$ cat config.mk
export PLATFORM = sky130hd
export DESIGN_NAME = bus_interconnect
export DESIGN_NICKNAME = d
export VERILOG_FILES = /design/src/rtl/bus_interconnect.sv
export SDC_FILE = /design/constraint.sdc
export NUM_CORES = 1
export LEC_CHECK = 0
export ABC_AREA = 1
export BUFFER_PORTS_ARGS = -buffer_cell sky130_fd_sc_hd__buf_2
export CAP_MARGIN = 20
export CORE_AREA = 2 2 141 143
export CTS_CLUSTER_DIAMETER = 40
export DETAILED_ROUTE_END_ITERATION = 10
export DIE_AREA = 0 0 143 145
export MAX_ROUTING_LAYER = met4
export PLACE_DENSITY = 0.64
export SETUP_SLACK_MARGIN = 0.1
export SYNTH_ARGS = -nofsm -noshare
export SYNTH_HDL_FRONTEND = slang
export SYNTH_SLANG_ARGS = --single-unit
$ cat constraint.sdc
create_clock -name clk -period 3.6 [get_ports clk]
set_clock_uncertainty 0.1 [all_clocks]
set_input_delay 0.18 -clock clk [delete_from_list [all_inputs] [get_ports clk]]
set_output_delay 0.18 -clock clk [all_outputs]
set_load 0.02 [all_outputs]
$ cat src/rtl/bus_interconnect.sv
// Single-master, N-slave bus interconnect: bank decode on address[31:24], strobe forwarding,
// registered response path with ack timeout, error signalling and a saturating error counter.
module bus_interconnect #(
    parameter int unsigned             N_SLAVES = 4,
    parameter logic [N_SLAVES*8-1:0]   BANK_MAP = {8'h03, 8'h02, 8'h01, 8'h00},
    parameter int unsigned             TIMEOUT  = 255,
    parameter int unsigned             CNT_W    = 16
) (
    input  logic                   clk,
    input  logic                   rst_i,
    input  logic                   m_stb_i,
    input  logic                   m_we_i,
    input  logic [31:0]            m_adr_i,
    input  logic [31:0]            m_dat_i,
    input  logic [3:0]             m_sel_i,
    output logic [31:0]            m_dat_o,
    output logic                   m_ack_o,
    output logic                   m_err_o,
    output logic [N_SLAVES-1:0]    s_stb_o,
    output logic                   s_we_o,
    output logic [31:0]            s_adr_o,
    output logic [31:0]            s_dat_o,
    output logic [3:0]             s_sel_o,
    input  logic [N_SLAVES-1:0]    s_ack_i,
    input  logic [N_SLAVES*32-1:0] s_dat_i,
    output logic [CNT_W-1:0]       err_cnt_o,
    output logic [31:0]            err_adr_o
);

    localparam int unsigned IDX_W = (N_SLAVES > 1) ? $clog2(N_SLAVES) : 1;
    localparam int unsigned TMR_W = (TIMEOUT > 0) ? $clog2(TIMEOUT + 1) : 1;

    localparam logic [1:0] ST_IDLE   = 2'd0;
    localparam logic [1:0] ST_ACTIVE = 2'd1;
    localparam logic [1:0] ST_RESP   = 2'd2;

    logic [1:0]          state_q, state_d;
    logic [IDX_W-1:0]    idx_q, idx_d;
    logic [TMR_W-1:0]    timer_q, timer_d;
    logic [N_SLAVES-1:0] stb_d;
    logic                ack_d, err_d;
    logic [31:0]         dat_d, eadr_d;
    logic [CNT_W-1:0]    cnt_d;

    logic                hit;
    logic [IDX_W-1:0]    hit_idx;
    logic                sel_ack;
    logic [31:0]         sel_dat;
    logic [31:0]         masked_dat;
    logic                fail;

    // Slaves see the master request directly and qualify it with their own strobe.
    assign s_we_o  = m_we_i;
    assign s_adr_o = m_adr_i;
    assign s_dat_o = m_dat_i;
    assign s_sel_o = m_sel_i;

    // Bank decode; scanning downwards lets the lowest matching slave index win.
    always_comb begin
        hit     = 1'b0;
        hit_idx = '0;
        for (int k = int'(N_SLAVES) - 1; k >= 0; k--) begin
            if (BANK_MAP[8*k +: 8] == m_adr_i[31:24]) begin
                hit     = 1'b1;
                hit_idx = IDX_W'(k);
            end
        end
    end

    // Response mux for the latched slave; acks from other slaves never reach the FSM.
    always_comb begin
        sel_ack = 1'b0;
        sel_dat = '0;
        for (int k = 0; k < int'(N_SLAVES); k++) begin
            if (idx_q == IDX_W'(k)) begin
                sel_ack = s_ack_i[k];
                sel_dat = s_dat_i[32*k +: 32];
            end
        end
        for (int b = 0; b < 4; b++) begin
            masked_dat[8*b +: 8] = m_sel_i[b] ? sel_dat[8*b +: 8] : 8'h00;
        end
    end

    // Next-state and registered-output values.
    always_comb begin
        state_d = state_q;
        idx_d   = idx_q;
        timer_d = timer_q;
        stb_d   = '0;
        ack_d   = 1'b0;
        err_d   = 1'b0;
        dat_d   = m_dat_o;
        eadr_d  = err_adr_o;
        cnt_d   = err_cnt_o;
        fail    = 1'b0;

        case (state_q)
            ST_IDLE: begin
                if (m_stb_i) begin
                    if (hit) begin
                        idx_d   = hit_idx;
                        timer_d = '0;
                        stb_d   = N_SLAVES'(1) << hit_idx;
                        state_d = ST_ACTIVE;
                    end else begin
                        fail = 1'b1;
                    end
                end
            end
            ST_ACTIVE: begin
                if (!m_stb_i) begin
                    state_d = ST_IDLE;
                end else if (sel_ack) begin
                    ack_d   = 1'b1;
                    dat_d   = m_we_i ? m_dat_o : masked_dat;
                    state_d = ST_RESP;
                end else if (timer_q == TMR_W'(TIMEOUT)) begin
                    fail = 1'b1;
                end else begin
                    timer_d = timer_q + TMR_W'(1);
                    stb_d   = N_SLAVES'(1) << idx_q;
                end
            end
            ST_RESP: begin
                state_d = ST_IDLE;
            end
            default: begin
                state_d = ST_IDLE;
            end
        endcase

        // Unmapped bank or hung slave: terminate with an error response.
        if (fail) begin
            err_d   = 1'b1;
            dat_d   = '0;
            eadr_d  = m_adr_i;
            cnt_d   = (&err_cnt_o) ? err_cnt_o : err_cnt_o + CNT_W'(1);
            state_d = ST_RESP;
        end
    end

    always_ff @(posedge clk or posedge rst_i) begin
        if (rst_i) begin
            state_q   <= ST_IDLE;
            idx_q     <= '0;
            timer_q   <= '0;
            s_stb_o   <= '0;
            m_ack_o   <= 1'b0;
            m_err_o   <= 1'b0;
            m_dat_o   <= '0;
            err_adr_o <= '0;
            err_cnt_o <= '0;
        end else begin
            state_q   <= state_d;
            idx_q     <= idx_d;
            timer_q   <= timer_d;
            s_stb_o   <= stb_d;
            m_ack_o   <= ack_d;
            m_err_o   <= err_d;
            m_dat_o   <= dat_d;
            err_adr_o <= eadr_d;
            err_cnt_o <= cnt_d;
        end
    end

endmodule

# ---- Word level (Yosys, flattened, before mapping)
# Cells that the tools add are included.
dict set report classes {
  add_sub_neg 2
  n_eq_ne 17
  shift 2
  mux 53
  n_bitwise 1
  reduce_logical 13
}
# cell n
set ops {}
lappend ops {{$mux W32} 9}
lappend ops {{$mux W8} 9}
lappend ops {{$mux W4} 5}
lappend ops {{$mux W2} 9}
lappend ops {{$mux W1} 17}
lappend ops {{$add A16 B1 Y16 const B} 1}
lappend ops {{$eq A2 B8 Y1 const A} 2}
lappend ops {{$pmux W8 S2} 1}
lappend ops {{$reduce_and A16 Y1} 1}
lappend ops {{$ne A2 B2 Y1 const B} 5}
lappend ops {{$add A8 B1 Y8 const B} 1}
lappend ops {{$eq A1 B8 Y1 const A} 1}
lappend ops {{$eq A8 B8 Y1 const B} 1}
lappend ops {{$logic_not A8 Y1} 1}
lappend ops {{$pmux W4 S2} 1}
lappend ops {{$reduce_bool A2 Y1} 4}
lappend ops {{$shl A1 B2 Y4 const A} 2}
lappend ops {{$ne A3 B3 Y1 const B} 2}
lappend ops {{$reduce_and A3 Y1} 2}
lappend ops {{$reduce_and A6 Y1} 1}
lappend ops {{$eq A2 B1 Y1 const B} 2}
lappend ops {{$eq A2 B2 Y1 const B} 2}
lappend ops {{$logic_not A2 Y1} 2}
lappend ops {{$ne A4 B4 Y1 const B} 1}
lappend ops {{6 further kinds} 6}
dict set report word_totals {
  regBits 98
  out_inout_bits 155
  word_cells 97
}

# ---- Logic depth before layout (Yosys ltp)
dict set report depth {
  word_depth 11
  mapped_depth 13
  ltp_nobuf 11
}

# ---- Worst setup path before layout
# Ideal clock, no wire load.
dict set report synth_timing {
  path_type {register to register}
  startpoint {register err_cnt_o[0]}
  endpoint {register err_cnt_o[4]}
  setup_ps 66
  t_arrival_ps 1765
  t_required_ps 3434
  path_slack_ps 1669
  stages_incl_launch_ff 9
  n_path_buf 1
  synth_period_minus_slack_ps 1931
  path_cell_list {dfrtp_1 > ha_1 > nand3_1 > nor3_1 > nand3_1 > nand3_2 > buf_2 > nand2_1 > nand2_1}
}
dict set report synth_via {
  elab_chain_cells 3
  word_cells_on_any_way 4
  classes_between {add/sub (1); bitwise (1); reduce/logical (2)}
}
# element line
set synth_lines {}
lappend synth_lines {{start, declared} 26} ;# output logic [CNT_W-1:0] err_cnt_o,
lappend synth_lines {{start signal, assigned} 163} ;# err_cnt_o <= cnt_d;
lappend synth_lines {{branches (longest 3 deep; another with $add A16 B1 Y16)} n/a}
# Several ways; the timed one is not identified.
# A chain may end at the register's enable or synchronous reset.

# ---- Final worst setup path
dict set report layout_timing {
  startpoint {register idx_q[0]}
  endpoint {register err_adr_o[12]}
}
dict set report layout_via {
  elab_chain_cells 8
  word_cells_on_any_way 11
  classes_between {eq/ne (3); mux (7); reduce/logical (1)}
}
# element line
set layout_lines {}
lappend layout_lines {{start, declared} 38} ;# logic [IDX_W-1:0] idx_q, idx_d;
lappend layout_lines {{start signal, assigned} 156} ;# idx_q <= idx_d;
lappend layout_lines {{$logic_not A2 Y1} 75} ;# if (idx_q == IDX_W'(k)) begin
lappend layout_lines {{$mux W1 (3 in a row)} 75}
lappend layout_lines {{$mux W1 (*)} 75}
lappend layout_lines {{$mux W1 (*)} 114} ;# end else if (sel_ack) begin
lappend layout_lines {{$mux W1 (*)} 112} ;# if (!m_stb_i) begin
lappend layout_lines {{$pmux W1 S2 (*)} 98} ;# case (state_q)
lappend layout_lines {{end signal, assigned} 162} ;# err_adr_o <= eadr_d;
lappend layout_lines {{end, declared} 27} ;# output logic [31:0] err_adr_o
# Every way passes the cells marked *; elsewhere a longest branch is shown, timed or not.

==> qor.csv <==
metric,value,unit
CTS H-Tree Depth,3,
drt first-iter violations,303,
"top cells by area, synth","dfrtp_1 (39%), nand2_1 (20%), buf_4 (8.3%)",
Final Wtd Congestion,0.907,
FF-to-FF Start,idx_q[0],
CTS root buffer,clkbuf_16,
Fin. Hold Viols,0,
RSZ-0062 raised after global routing,false,
crit path launch type,flop,
share of the synthesized area in the top cell type,39.0,%
FILL cells,2060,
status,finished clean,
nets,1377,
relative slew slack,42.2,%
pin count of the biggest net entering global routing,64,
I/O pin total,359,
CORE AREA,19200,sq um
layout cells sized above 1,29.6,%
Post-CTS Setup Bufs,0,
Metal-1 WL,8900,um
final setup vio count,0,
async set-reset flop share out of synthesis,100,%
R2R Setup Slk,990,ps
dominant synthesized flop cell,dfrtp_1,
PostCTS Resize Cnt,0,
maxcap violations,0,
register area share after synthesis,39.0,%
Synth Area in Simple Gates,38.3,%
Yosys reg bits,98,
Tcrit/Tclk final,72.6,%
die area,20700,sq um
shortest period the worst path allows,2610,ps
Met3 Routed Length,1320,um
met2 WL,10400,um
Via Count,6537,
Hold Path Class,in2reg,
post-synthesis cell area,6290,sq um
Peak VDD IR,0.216,mV
Via density,4.53,
hold_sp,m_adr_i[29],
Least-Margin Pin Slew,867,ps
HPWL after detailed placement,15900,um
die height,145,um
I/O Buffers,294,
Critical Path RT,3780,ps
"antenna viol nets, final",0,
post-synthesis compound-gate area fraction,4.89,%
Max Freq,0.383,GHz
"Net Count, Synth",1139,
largest family of logic cells by synthesized area,simple AND/OR/NAND/NOR gates,
clk slew on worst S/H paths,70,ps
CTS buffer count,9,
Max Buffers Root-to-Sink,2,
Die Width,143,um
Crit path arrival time,2800,ps
Setup crit end kind,flop,
grt ovf,0,
total iterations of the first detailed-routing run,5,
adder-cell share of the synthesized area,0.398,%
Top Metal Used,met4,
final wirelength,21200,um
DRC,0,
# rows,51,
Netlist cell types,30,
initial antenna violation count,2,
drt wl/cell,14.7,um
setup_tns,0,ps
R2R cell count,11,
Yosys top cell by area,dfrtp_1,
Hold Path Depth,3,
worst skew pair latency,350,ps
Area Overhead vs Synth,28.8,%
XOR/XNOR Fraction of Synth Area,1.25,%
worst-path fanout max,35,
CTS tree,done,
multiplexer share of the synthesized area,0,%
Mapped Cells,933,
gr usage total,21.6,%
Leak,4.69,nW
Hold Path End,err_adr_o[29],
"Avg Cell Area, Syn",6.75,sq um
Final Util,42.2,%
Final Max Tran Viols,0,
starting density of the core,32.8,%
first-pass GRT wire length,34000,um
synth warn,0,
clk sink count,98,
PwrDens,485,nW/um^2
vias in the first global route,6397,
"Worst Path Class, Setup",reg2reg,
Crit Reg-Reg Endpoint,err_adr_o[12],
number of synthesized flops with an enable pin,0,
-- power by group --
part	switching (mW)	internal [mW]
Sequential	0.134	1.28
Combinational	0.966	0.500
Clock	0.447	0.609
Total	1.55	2.39
-- cells by family (layout without fill, tap and decap cells) --
family                   Yosys count  in the layout
other                              0              2
flip-flops                        98             98
buffers and inverters            190            432
AO/OA/AOI/OAI                     55             55
XOR/XNOR                           9              9
AND/OR/NAND/NOR                  579            579
adder cells (fa/ha/maj)            2              2
-- worst max-delay path by stage --
stage	start	endpoint	slack [ps]	cells after the start
finish	idx_q[0]	err_adr_o[12]	990	11
global route	idx_q[0]	err_adr_o[29]	700	10
CTS	idx_q[0]	err_adr_o[12]	960	11
detailed placement	idx_q[0]	err_adr_o[12]	980	11
global placement	idx_q[0]	err_adr_o[22]	1100	11
floorplan	rst_i	err_adr_o[0]	760	1
-- layout by cell type (no fill, tap or decap) --
master / Yosys / layout
buf_2: 15 / 294
or2_1: 1 / 1
nand2_4: 2 / 2
o211ai_1: 7 / 7
buf_6: 3 / 1
nand2_1: 329 / 329
a21oi_1: 1 / 1
clkinvlp_4: 0 / 2
inv_4: 0 / 1
nand4_1: 25 / 25
nor2_2: 0 / 1
o21a_1: 3 / 3
nand3_1: 68 / 68
diode_2: 0 / 2
xor2_1: 6 / 6
ha_1: 2 / 2
dlygate4sd3_1: 0 / 31
bufinv_16: 0 / 2
buf_4: 70 / 10
clkbuf_16: 0 / 9
nand3b_1: 2 / 2
inv_2: 2 / 2
dfrtp_1: 98 / 98
nand3_2: 1 / 1
a31oi_1: 5 / 5
nor2_4: 1 / 1
nor2_1: 127 / 126
xnor2_1: 3 / 3
nor3_1: 3 / 3
o21ai_0: 37 / 37
o21ai_1: 1 / 1
o22ai_1: 1 / 1
nand2_2: 1 / 1
inv_1: 79 / 78
or2_2: 19 / 19
inv_8: 0 / 1
clkinv_2: 0 / 1
-- critical path, cell delays in order (launching register included) --
cell and delay (ps):
dfrtp_1 510, buf_4 310, nor2_4 40, nand2_1 70, nand3_1 100, nand2_1 100
nand2_1 90, nand2_4 210, nand2_4 280, inv_2 490, nand2_1 110, nand2_1 100
-- registers in the layout, indices dropped and copies added, names as in the netlist, 2 cells and up --
register	cells
err_cnt_o	16
m_dat_o	32
s_stb_o	4
idx_q	2
err_adr_o	32
state_q	2
timer_q	8
-- area by class of cell --
cell class                      count  area (sq um)  area share [%]
Clock buffer                        9           225            2.78
Inverter                           81           307            3.78
Tap cell                          265           332            4.09
Multi-Input combinational cell    645          2830            34.9
Sequential cell                    98          2450            30.2
Clock inverter                      6          91.3            1.13
Antenna cell                        2          5.00          0.0617
Timing Repair Buffer              336          1870            23.0
-- per-layer routing --
layer / vias up / track usage (%)
li1: 3306 / -
met1: 2940 / 26.4
met2: 250 / 35.1
met3: 41 / 4.16
met4: 0 / 8.22
met5: - / -
-- metrics by stage --
stage	total power [mW]	area (sq um)	hold slack (ps)	setup WS (ps)	cells
floorplan	2.45	6290	172	758	933
global placement	2.87	7460	260	1100	1393
detailed placement	2.89	7480	260	980	1394
CTS	3.99	8100	13.8	962	1440
global route	4.21	8110	44.1	696	1442
finish	3.94	8110	26.7	988	1442
-- synth_stat cells, types with 3 or more instances --
cell type  instances
a31oi_1            5
nand2_1          329
nor3_1             3
buf_4             70
nand3_1           68
xor2_1             6
inv_1             79
nor2_1           127
buf_2             15
dfrtp_1           98
or2_2             19
o211ai_1           7
clkbuf_1          19
o21a_1             3
buf_6              3
o21ai_0           37
xnor2_1            3
nand4_1           25
-- what timing repair did --
| action | in CTS | in global routing |
|---|---|---|
| hold buffers | 31 | 0 |
| hold endpoints to repair | 91 | 0 |
| setup endpoints to repair | 0 | 0 |
Note: power is estimated with default switching activity, not from simulation.
